<file path="config.mk">
export PLATFORM = sky130hd
export DESIGN_NAME = rtc_bus_ctrl_flat
export DESIGN_NICKNAME = d
export VERILOG_FILES = /design/src/rtl/rtc_bus_ctrl_pkg.sv /design/src/rtl/rtc_bus_ctrl_if.sv /design/src/rtl/rtc_bus_ctrl_phase_timer.sv /design/src/rtl/rtc_bus_ctrl.sv /design/src/flat_wrapper.sv
export SDC_FILE = /design/constraint.sdc
export NUM_CORES = 1
export LEC_CHECK = 0
export ABC_AREA = 1
export CAP_MARGIN = 20
export CORE_UTILIZATION = 25
export CTS_BUF_LIST = sky130_fd_sc_hd__clkbuf_16
export DETAILED_ROUTE_END_ITERATION = 12
export PLACE_DENSITY_LB_ADDON = 0.1
export SYNTH_ARGS = -nofsm -noshare
export SYNTH_HDL_FRONTEND = slang
export SYNTH_HIERARCHICAL = 1
export SYNTH_SLANG_ARGS = --single-unit
</file>
<file path="constraint.sdc">
create_clock -name CLK -period 4.8 [get_ports CLK]
set_clock_uncertainty 0.2 [all_clocks]
set_input_delay 0.72 -clock CLK [delete_from_list [all_inputs] [get_ports CLK]]
set_output_delay 0.72 -clock CLK [all_outputs]
set_load 0.01 [all_outputs]
</file>
<file path="src/rtl/rtc_bus_ctrl_pkg.sv">
// Shared constants for the RTC bus controller: register address map, FSM state
// encodings, default phase timings and the latched request record.
package rtc_pkg;

  localparam int unsigned TPULSE_DEF = 4;
  localparam int unsigned TGAP_DEF   = 4;

  // Index 0 is the rightmost element, so ADDR_MAP[dir] reads naturally.
  localparam logic [7:0][7:0] ADDR_MAP = {
    8'hF0,  // 7: command/transfer
    8'h26,  // 6: year
    8'h25,  // 5: month
    8'h24,  // 4: day
    8'h23,  // 3: hours
    8'h22,  // 2: minutes
    8'h21,  // 1: seconds
    8'h00   // 0: control
  };

  localparam logic [2:0] StIdle = 3'd0;
  localparam logic [2:0] StAddr = 3'd1;
  localparam logic [2:0] StGap1 = 3'd2;
  localparam logic [2:0] StData = 3'd3;
  localparam logic [2:0] StGap2 = 3'd4;
  localparam logic [2:0] StDone = 3'd5;

  typedef struct packed {
    logic       mod;
    logic [2:0] dir;
    logic [7:0] wdata;
  } rtc_req_t;

  function automatic logic [7:0] rtc_addr(input logic [2:0] dir);
    return ADDR_MAP[dir];
  endfunction

endpackage

</file>
<file path="src/rtl/rtc_bus_ctrl_if.sv">
// Menu-side request/response signals plus the RTC multiplexed bus pins.
interface rtc_bus_ctrl_if;
  logic       Acceso;
  logic       Mod;
  logic [2:0] DIR;
  logic [7:0] DATO_W;
  logic       FRW;
  logic       BUSY;
  logic [7:0] DATO_R;
  logic [2:0] DIR_R;
  logic       CS_n;
  logic       RD_n;
  logic       WR_n;
  logic       AD_SEL;
  logic [7:0] AD_OUT;
  logic       AD_OE;
  logic [7:0] AD_IN;

  modport slave (
    input  Acceso, Mod, DIR, DATO_W, AD_IN,
    output FRW, BUSY, DATO_R, DIR_R, CS_n, RD_n, WR_n, AD_SEL, AD_OUT, AD_OE
  );

  modport master (
    output Acceso, Mod, DIR, DATO_W, AD_IN,
    input  FRW, BUSY, DATO_R, DIR_R, CS_n, RD_n, WR_n, AD_SEL, AD_OUT, AD_OE
  );
endinterface

</file>
<file path="src/rtl/rtc_bus_ctrl_phase_timer.sv">
// Loadable 8-bit down-counter shared by every bus phase; done marks the last
// cycle of the phase that was loaded.
module rtc_phase_timer (
  input  logic       clk,
  input  logic       rst_n,
  input  logic       load,
  input  logic [7:0] load_val,
  output logic       done
);

  logic [7:0] cnt_q;

  always_ff @(posedge clk or negedge rst_n) begin
    if (!rst_n) begin
      cnt_q <= 8'd0;
    end else if (load) begin
      cnt_q <= load_val;
    end else if (cnt_q != 8'd0) begin
      cnt_q <= cnt_q - 8'd1;
    end
  end

  assign done = (cnt_q == 8'd1);

endmodule

</file>
<file path="src/rtl/rtc_bus_ctrl.sv">
// Turns a single-register menu request into one multiplexed address/data cycle
// on the external RTC and pulses FRW when it completes.
module rtc_bus_ctrl
  import rtc_pkg::*;
#(
  parameter int unsigned TPULSE = TPULSE_DEF,
  parameter int unsigned TGAP   = TGAP_DEF
) (
  input logic           CLK,
  input logic           RST,
  rtc_bus_ctrl_if.slave bus
);

  localparam logic [7:0] TPulseW = 8'(TPULSE);
  localparam logic [7:0] TGapW   = 8'(TGAP);

  logic [2:0] state_q, state_d;
  rtc_req_t   req_q, req_d;
  logic       accept;
  logic       tmr_load;
  logic [7:0] tmr_val;
  logic       tmr_done;
  logic       capture;

  logic       cs_q, cs_d;
  logic       rd_q, rd_d;
  logic       wr_q, wr_d;
  logic       sel_q, sel_d;
  logic       oe_q, oe_d;
  logic [7:0] out_q, out_d;
  logic       frw_q, frw_d;
  logic       busy_q, busy_d;
  logic [7:0] rdata_q;
  logic [2:0] rdir_q;

  rtc_phase_timer u_timer (
    .clk      (CLK),
    .rst_n    (RST),
    .load     (tmr_load),
    .load_val (tmr_val),
    .done     (tmr_done)
  );

  always_comb begin
    state_d  = state_q;
    tmr_load = 1'b0;
    tmr_val  = TPulseW;
    accept   = 1'b0;
    case (state_q)
      StIdle: begin
        if (bus.Acceso) begin
          accept   = 1'b1;
          state_d  = StAddr;
          tmr_load = 1'b1;
          tmr_val  = TPulseW;
        end
      end
      StAddr: begin
        if (tmr_done) begin
          state_d  = StGap1;
          tmr_load = 1'b1;
          tmr_val  = TGapW;
        end
      end
      StGap1: begin
        if (tmr_done) begin
          state_d  = StData;
          tmr_load = 1'b1;
          tmr_val  = TPulseW;
        end
      end
      StData: begin
        if (tmr_done) begin
          state_d  = StGap2;
          tmr_load = 1'b1;
          tmr_val  = TGapW;
        end
      end
      StGap2: begin
        if (tmr_done) begin
          state_d = StDone;
        end
      end
      StDone:  state_d = StIdle;
      default: state_d = StIdle;
    endcase
  end

  // The request is frozen at accept; later input changes are ignored.
  always_comb begin
    req_d = req_q;
    if (accept) begin
      req_d = '{mod: bus.Mod, dir: bus.DIR, wdata: bus.DATO_W};
    end
  end

  // Outputs are decoded from the next state so they register in step with it.
  always_comb begin
    cs_d   = 1'b1;
    rd_d   = 1'b1;
    wr_d   = 1'b1;
    sel_d  = 1'b1;
    oe_d   = 1'b0;
    out_d  = out_q;
    case (state_d)
      StAddr: begin
        sel_d = 1'b0;
        cs_d  = 1'b0;
        wr_d  = 1'b0;
        oe_d  = 1'b1;
        out_d = rtc_addr(req_d.dir);
      end
      StGap1: begin
        sel_d = 1'b0;
        oe_d  = 1'b1;
        out_d = rtc_addr(req_d.dir);
      end
      StData: begin
        cs_d = 1'b0;
        if (req_d.mod) begin
          wr_d  = 1'b0;
          oe_d  = 1'b1;
          out_d = req_d.wdata;
        end else begin
          rd_d = 1'b0;
        end
      end
      default: ;
    endcase
    frw_d  = (state_d == StDone);
    busy_d = (state_d != StIdle);
  end

  // Read data is taken on the final strobe cycle, when the RTC output is settled.
  assign capture = (state_q == StData) && tmr_done && !req_q.mod;

  always_ff @(posedge CLK or negedge RST) begin
    if (!RST) begin
      state_q <= StIdle;
      req_q   <= '0;
      cs_q    <= 1'b1;
      rd_q    <= 1'b1;
      wr_q    <= 1'b1;
      sel_q   <= 1'b1;
      oe_q    <= 1'b0;
      out_q   <= 8'd0;
      frw_q   <= 1'b0;
      busy_q  <= 1'b0;
      rdata_q <= 8'd0;
      rdir_q  <= 3'd0;
    end else begin
      state_q <= state_d;
      req_q   <= req_d;
      cs_q    <= cs_d;
      rd_q    <= rd_d;
      wr_q    <= wr_d;
      sel_q   <= sel_d;
      oe_q    <= oe_d;
      out_q   <= out_d;
      frw_q   <= frw_d;
      busy_q  <= busy_d;
      if (capture) begin
        rdata_q <= bus.AD_IN;
        rdir_q  <= req_q.dir;
      end
    end
  end

  assign bus.CS_n   = cs_q;
  assign bus.RD_n   = rd_q;
  assign bus.WR_n   = wr_q;
  assign bus.AD_SEL = sel_q;
  assign bus.AD_OE  = oe_q;
  assign bus.AD_OUT = out_q;
  assign bus.FRW    = frw_q;
  assign bus.BUSY   = busy_q;
  assign bus.DATO_R = rdata_q;
  assign bus.DIR_R  = rdir_q;

endmodule

</file>
<file path="src/flat_wrapper.sv">
// flat-port wrapper written by rule: the top's interface ports become plain ports
module rtc_bus_ctrl_flat import rtc_pkg::*;
#(
  parameter int unsigned TPULSE = TPULSE_DEF,
  parameter int unsigned TGAP   = TGAP_DEF
)
  (CLK, RST, bus_Acceso, bus_Mod, bus_DIR, bus_DATO_W, bus_AD_IN, bus_FRW, bus_BUSY, bus_DATO_R, bus_DIR_R, bus_CS_n, bus_RD_n, bus_WR_n, bus_AD_SEL, bus_AD_OUT, bus_AD_OE);
  rtc_bus_ctrl_if bus_i ();
  input logic CLK;
  input logic RST;
  input wire logic [$bits(bus_i.Acceso)-1:0] bus_Acceso;
  input wire logic [$bits(bus_i.Mod)-1:0] bus_Mod;
  input wire logic [$bits(bus_i.DIR)-1:0] bus_DIR;
  input wire logic [$bits(bus_i.DATO_W)-1:0] bus_DATO_W;
  input wire logic [$bits(bus_i.AD_IN)-1:0] bus_AD_IN;
  output wire logic [$bits(bus_i.FRW)-1:0] bus_FRW;
  output wire logic [$bits(bus_i.BUSY)-1:0] bus_BUSY;
  output wire logic [$bits(bus_i.DATO_R)-1:0] bus_DATO_R;
  output wire logic [$bits(bus_i.DIR_R)-1:0] bus_DIR_R;
  output wire logic [$bits(bus_i.CS_n)-1:0] bus_CS_n;
  output wire logic [$bits(bus_i.RD_n)-1:0] bus_RD_n;
  output wire logic [$bits(bus_i.WR_n)-1:0] bus_WR_n;
  output wire logic [$bits(bus_i.AD_SEL)-1:0] bus_AD_SEL;
  output wire logic [$bits(bus_i.AD_OUT)-1:0] bus_AD_OUT;
  output wire logic [$bits(bus_i.AD_OE)-1:0] bus_AD_OE;
  assign bus_i.Acceso = bus_Acceso;
  assign bus_i.Mod = bus_Mod;
  assign bus_i.DIR = bus_DIR;
  assign bus_i.DATO_W = bus_DATO_W;
  assign bus_i.AD_IN = bus_AD_IN;
  assign bus_FRW = bus_i.FRW;
  assign bus_BUSY = bus_i.BUSY;
  assign bus_DATO_R = bus_i.DATO_R;
  assign bus_DIR_R = bus_i.DIR_R;
  assign bus_CS_n = bus_i.CS_n;
  assign bus_RD_n = bus_i.RD_n;
  assign bus_WR_n = bus_i.WR_n;
  assign bus_AD_SEL = bus_i.AD_SEL;
  assign bus_AD_OUT = bus_i.AD_OUT;
  assign bus_AD_OE = bus_i.AD_OE;
  rtc_bus_ctrl #(.TPULSE(TPULSE), .TGAP(TGAP)) u_core (.CLK(CLK), .RST(RST), .bus(bus_i));
endmodule
</file>
# Word level (Yosys, flattened, before mapping)

Memories as Yosys holds them, arrays and structs flattened.
Cells that the tools add are included.

Reductions and logical operators: 12
Order comparisons: 1
$add $sub $neg: 1
Muxes and demuxes: 23
Eq/ne operators: 10

Operators by type and width:

| operator                                                                     | number |
|---|---|
| 8-bit 2-to-1 mux                                                             | 4 |
| 8-bit one-hot mux with 2 select lines                                        | 1 |
| 3-bit 2-to-1 mux                                                             | 5 |
| 3-bit one-hot mux with 5 select lines                                        | 1 |
| 3-bit by 2-bit equality test with 1-bit output, second input constant        | 4 |
| 12-bit 2-to-1 mux                                                            | 1 |
| 8-bit by 1-bit equality test with 1-bit output, second input constant        | 1 |
| 1-bit 2-to-1 mux                                                             | 8 |
| 8-bit nonzero test                                                           | 1 |
| 8-bit by 1-bit subtractor with 8-bit output, second input constant           | 1 |
| 3-bit by 1-bit equality test with 1-bit output, second input constant        | 2 |
| 3-bit equality test, second input constant                                   | 2 |
| 1-bit one-hot mux with 2 select lines                                        | 3 |
| 3-bit by 4-bit less-than comparator with 1-bit output, second input constant | 1 |
| 2-bit nonzero test                                                           | 2 |
| 2-bit OR reduction                                                           | 2 |
| 3-bit logical NOT                                                            | 1 |
| 3-bit nonzero test                                                           | 1 |
| 3-bit OR reduction                                                           | 1 |
| 1-bit logical AND                                                            | 2 |
| 2-bit by 1-bit != test with 1-bit output, second input constant              | 1 |
| 2-bit AND reduction                                                          | 1 |
| 1-bit logical NOT                                                            | 1 |

Output and inout port bits: 26
Flip-flop bits (word level): 49
ROM bits: 64
Memories: 1
Logic and storage cells: 63
Input bits: 23

Memory list:

| memory          | depth | width | read ports | clocked after Yosys merged registers in | write ports | RTL line               | source |
|---|---|---|---|---|---|---|---|
| (no name shown) | 8     | 8     | 1          | 0                                       | 0           | rtc_bus_ctrl_pkg.sv:34 | `return ADDR_MAP[dir];` |

# Depth between registers and ports, before layout

Word-level depth: 7
Depth in mapped cells: 15
Depth with buffers taken out: 15

# Modules after synthesis

The synthesis kept the hierarchy.

Modules (own cells, without submodules):

| module          | instances | area an instance (um^2) | seq. area each (um^2) | cells an instance |
|---|---|---|---|---|
| rtc_bus_ctrl    | 1         | 1880.6                  | 1031.0                | 193 |
| rtc_phase_timer | 1         | 623.1                   | 200.2                 | 80 |

# Least setup slack after synthesis

No wires, ideal clock.

Path kind: flip-flop to flip-flop
Start: register u_core.u_timer.cnt_q[1]
End: register u_core.u_timer.cnt_q[5]
Path buffers: 1
Setup time: 0.113 ns
Period minus slack after synthesis: 2.204 ns
Arrival time: 1.892 ns
Required time: 4.487 ns
Cell stages (with the launch flop): 13
Slack: 2.596 ns
Path through: dfrtp_1 inv_1 ha_1 nand2_1 nor2_1 nand2_1 o21ai_0 inv_2 buf_6 nor2_1 nor2_1 nand2_1 inv_1

Word-level cells in the longest chain between the ends: 4
Elaborated cells between the ends (all ways): 8
Classes of those cells: add/sub: 1; eq/ne: 1; mux: 4; reduce/logical: 2

Ends and longest elaborated chain:

| item                                                   | RTL line                                                   | source |
|---|---|---|
| from (decl)                                            | rtc_bus_ctrl_phase_timer.sv:11                             | `logic [7:0] cnt_q;` |
| from (signal assigned)                                 | rtc_bus_ctrl_phase_timer.sv:17                             | `cnt_q <= load_val;` |
| from (signal assigned)                                 | rtc_bus_ctrl_phase_timer.sv:19                             | `cnt_q <= cnt_q - 8'd1;` |
| 8-bit by 1-bit equality test with 1-bit output (*)     | rtc_bus_ctrl_phase_timer.sv:23                             | `assign done = (cnt_q == 8'd1);` |
| named net u_core.tmr_done                              | rtc_bus_ctrl.sv:22                                         | `logic tmr_done;` |
| 1-bit 2-to-1 mux (*)                                   | rtc_bus_ctrl.sv:59, rtc_bus_ctrl.sv:66, rtc_bus_ctrl.sv:73 |  |
| 1-bit one-hot mux with 2 select lines (*)              | rtc_bus_ctrl.sv:49                                         | `case (state_q)` |
| named net u_core.tmr_load                              | rtc_bus_ctrl.sv:20                                         | `logic tmr_load;` |
| 8-bit 2-to-1 mux or 2-bit nonzero test (tied branches) | -                                                          |  |

The timed path passes the listed nets; every way through them passes the cells marked *. The select of a mux whose other input is x is not followed.
A chain may end at the register's enable or synchronous reset.

# Worst setup path in the final report

Start: input port bus_Acceso
End: register u_core.u_timer.cnt_q[6]

Word-level cells in the longest chain between the ends: 3
Elaborated cells between the ends (all ways): 4
Classes of those cells: mux: 3; reduce/logical: 1

Ends and longest elaborated chain:

| item                                                   | RTL line           | source |
|---|---|---|
| from (decl)                                            | flat_wrapper.sv:11 | `input wire logic [$bits(bus_i.Acceso)-1:0] bus_Acceso;` |
| 1-bit 2-to-1 mux (*)                                   | rtc_bus_ctrl.sv:51 | `if (bus.Acceso) begin` |
| 1-bit one-hot mux with 2 select lines (*)              | rtc_bus_ctrl.sv:49 |  |
| named net u_core.tmr_load                              | rtc_bus_ctrl.sv:20 |  |
| 8-bit 2-to-1 mux or 2-bit nonzero test (tied branches) | -                  |  |

The timed path passes the listed nets; every way through them passes the cells marked *.

==> qor.txt <==
======================================================================================
Worst endpoint data arrival time                                               2.78 ns
Capturing instance or port of the critical path                           u_core/u_timer/cnt_q[6]
Ratio of final minimum period to clock period                                    57.4%
Sequential cell area fraction in the yosys report                                49.2%
Count of H-tree levels built during CTS                                              2
Worst vdd rail ir drop                                                      0.000181 V
Hold Vio Cnt, Final                                                                  0
Reg-to-reg critical path endpoint                                         u_core/u_timer/cnt_q[6]
Largest net degree at the start of global routing                                   50
Hold buffers post-CTS                                                                0
Number of buffers on the longest clock path                                          2
Final net count                                                                    356
Routed length per instance                                                     11.4 um
Y dimension of the die                                                          102 um
Top-level I/O count                                                                 49
Count of flip-flops with a built-in enable after synthesis                           0
Primary flip-flop cell chosen by synthesis mapping                        sky130_fd_sc_hd__dfrtp_1
Total inserted antenna cells                                                         0
Wire length after detailed routing                                             5310 um
Router iterations before antenna repair                                              4
TNS Setup                                                                         0 ns
Final global-route overflow total                                                    0
Summed instance area of the synthesized netlist                               2500 um2
Area after detailed placement                                                 3130 um2
Startpoint type of the worst setup path                                   primary input
CTS resizes                                                                          0
Final Instance Area                                                           3280 um2
Most common cell in the synthesized netlist                               sky130_fd_sc_hd__nand2_1
Leakage power                                                                  1.57 nW
Yosys top cell area share                                                        45.0%
Critical Path Start                                                         bus_Acceso
Horiz. Die Dim                                                                  102 um
Total of flip-flops plus latches after synthesis                                    49
DR DRC count                                                                         0
Initial cell density of the core                                                 25.7%
R2R Setup Slk                                                                  2.19 ns
Pins over their slew limit                                                           0
Number of global-route vias before repair                                         1721
Synthesized area per cell                                                     9.17 um2
Clock slew at the register clock pins of the worst setup and hold paths        0.07 ns
Crit path max fanout                                                                25
Post-Syn Instances                                                                 273
Count of different cell masters after synthesis                                     32
Worst setup slack before clock tree synthesis                                  1.74 ns
Cell area power density                                                     517 nW/um2
DRC marker count from the first detailed-route iteration                            43
Total number of clock tree sinks                                                    49
Worst Setup Path Type                                                        in -> reg
Post-detailed-placement half-perimeter wirelength                              3770 um
Worst skew pair latency                                                        0.28 ns
Highest attainable clock frequency                                             363 MHz
Sort of element at the end of the critical path                                   flop
Setup repair after global routing missed its margin                                 no
Leading cell types by total area after synthesis                          sky130_fd_sc_hd__dfrtp_1 (45%), sky130_fd_sc_hd__nand2_1 (13%), sky130_fd_sc_hd__dfstp_2 (4.2%)
TritonCTS clock tree                                                               yes
Cell accounting for the most synthesized area                             sky130_fd_sc_hd__dfrtp_1
Core area                                                                     9730 um2
Number of buffers inserted during clock tree synthesis                               5
Reg2reg start                                                             u_core/u_timer/cnt_q[1]
Relative max-transition margin                                                   55.7%
Total die area                                                               10400 um2
Asr flop ratio synth                                                              100%
Slew of the pin with the lowest slew margin                                   0.665 ns
Via Count                                                                         1884
Number of placement rows                                                            36
Routability congestion estimate                                                  0.774
Wire length of the first global-routing pass                                   8740 um
Clock root buffer                                                         sky130_fd_sc_hd__clkbuf_16
Final worst slack                                                              2.05 ns
Ys Warns                                                                             6
Worst hold path type                                                        reg -> reg
Cell depth of the worst flop-to-flop path                                           12
# Max-Cap Violations                                                                 0
Data required time at the worst endpoint                                       4.82 ns
Top cells by count, synth                                                 sky130_fd_sc_hd__nand2_1 (85), sky130_fd_sc_hd__dfrtp_1 (45), sky130_fd_sc_hd__inv_1 (27), sky130_fd_sc_hd__nor2_1 (16), sky130_fd_sc_hd__nand3_1 (13)
Initial antenna violation count                                                      0
Drt via density                                                                   4.06
Number of nets with antenna violations after detailed routing                        0
Post-CTS Setup Bufs                                                                  0
Number of buffer cells added on primary ports                                       48
Fraction of final layout cells sized beyond drive strength 1                     17.8%
P&R area growth vs syn                                                           30.8%
Minimum period implied by the final worst setup slack                          2.75 ns
Setup violators final                                                                0
Status                                                                    finished clean
Total GRT Usage                                                                  11.0%
======================================================================================
==> cell type report <==
type | count | area [um2]
Fill cell | 1046 | 6450
Inverter | 35 | 141
Tap cell | 133 | 166
Clock inverter | 3 | 17.5
Timing Repair Buffer | 49 | 483
Sequential cell | 49 | 1230
Multi-Input combinational cell | 190 | 1110
Clock buffer | 5 | 125
==> worst min path at each step <==
stage,startpoint,endpoint,slack (ns),cells after the start
final,u_core/req_q[4],u_core/req_q[4],0.27,2
after global routing,u_core/req_q[4],u_core/req_q[4],0.29,2
after CTS,u_core/req_q[4],u_core/req_q[4],0.28,2
after detailed placement,u_core/req_q[4],u_core/req_q[4],0.26,2
after global placement,u_core/req_q[4],u_core/req_q[4],0.26,2
after floorplan,RST,u_core/bus.AD_OE,0.22,0
==> cell families after synthesis <==
logic type      synth area share (%)
compound gates                  6.65
fa+ha+maj                       1.50
buf+inv                         7.35
flops                           49.2
mux                             4.05
other cells                    0.300
simple gates                    31.0
==> layout by cell type, fill, tap and decap left out, types with 4 or more instances in the layout <==
| master | count |
|---|---|
| sky130_fd_sc_hd__nand2_2 | 6 |
| sky130_fd_sc_hd__nand4_1 | 6 |
| sky130_fd_sc_hd__clkdlybuf4s50_1 | 47 |
| sky130_fd_sc_hd__mux2_2 | 5 |
| sky130_fd_sc_hd__clkbuf_16 | 5 |
| sky130_fd_sc_hd__nand3_1 | 13 |
| sky130_fd_sc_hd__inv_2 | 5 |
| sky130_fd_sc_hd__inv_1 | 28 |
| sky130_fd_sc_hd__o21ai_2 | 8 |
| sky130_fd_sc_hd__dfstp_2 | 4 |
| sky130_fd_sc_hd__mux2_1 | 4 |
| sky130_fd_sc_hd__conb_1 | 8 |
| sky130_fd_sc_hd__o21ai_0 | 7 |
| sky130_fd_sc_hd__nand3_4 | 5 |
| sky130_fd_sc_hd__a21oi_1 | 4 |
| sky130_fd_sc_hd__o21ai_1 | 5 |
| sky130_fd_sc_hd__nor2_1 | 16 |
| sky130_fd_sc_hd__dfrtp_1 | 45 |
| sky130_fd_sc_hd__nand2_1 | 85 |
==> metrics by stage <==
stage               power, mW  std cells  hold slack, ns  util (%)
floorplan                1.14        279           0.224         -
detailed placement       1.36        456           0.262      32.2
CTS                      1.72        464           0.280      33.7
finish                   1.69        464           0.273      33.7
global placement         1.37        456           0.256      32.2
global route             1.83        464           0.289      33.7
==> critical path: stages <==
cell,delay (ns)
sky130_fd_sc_hd__clkdlybuf4s50_1,0.64
sky130_fd_sc_hd__nand3_4,0.32
sky130_fd_sc_hd__o21ai_0,0.37
sky130_fd_sc_hd__inv_2,0.26
sky130_fd_sc_hd__nand3_4,0.17
sky130_fd_sc_hd__nor2_8,0.05
sky130_fd_sc_hd__inv_6,0.08
sky130_fd_sc_hd__o21ai_2,0.06
sky130_fd_sc_hd__nor2_2,0.09
==> flip-flops by register name, indices dropped and copies added, names as in the netlist <==
name / flops
u_core/bus.AD_OE: 1
u_core/bus.CS_n: 1
u_core/u_timer/cnt_q: 8
u_core/bus.WR_n: 1
u_core/bus.DIR_R: 3
u_core/bus.DATO_R: 8
u_core/req_q: 12
u_core/bus.FRW: 1
u_core/bus.AD_SEL: 1
u_core/bus.AD_OUT: 8
u_core/state_q: 3
u_core/bus.RD_n: 1
u_core/bus.BUSY: 1
==> power by group <==
| part | internal (mW) | total, mW | switching, mW |
|---|---|---|---|
| Clock | 0.193 | 0.349 | 0.156 |
| Combinational | 0.279 | 0.694 | 0.415 |
| Sequential | 0.561 | 0.650 | 0.0890 |
==> metal layers <==
layer	vias up	GRT usage, %	routed length (um)
li1	974	-	-
met1	867	14.9	2640
met2	37	17.1	2370
met3	6	2.87	219
met4	0	3.63	77
met5	-	0	0
Power figures use the tool's default switching activity.
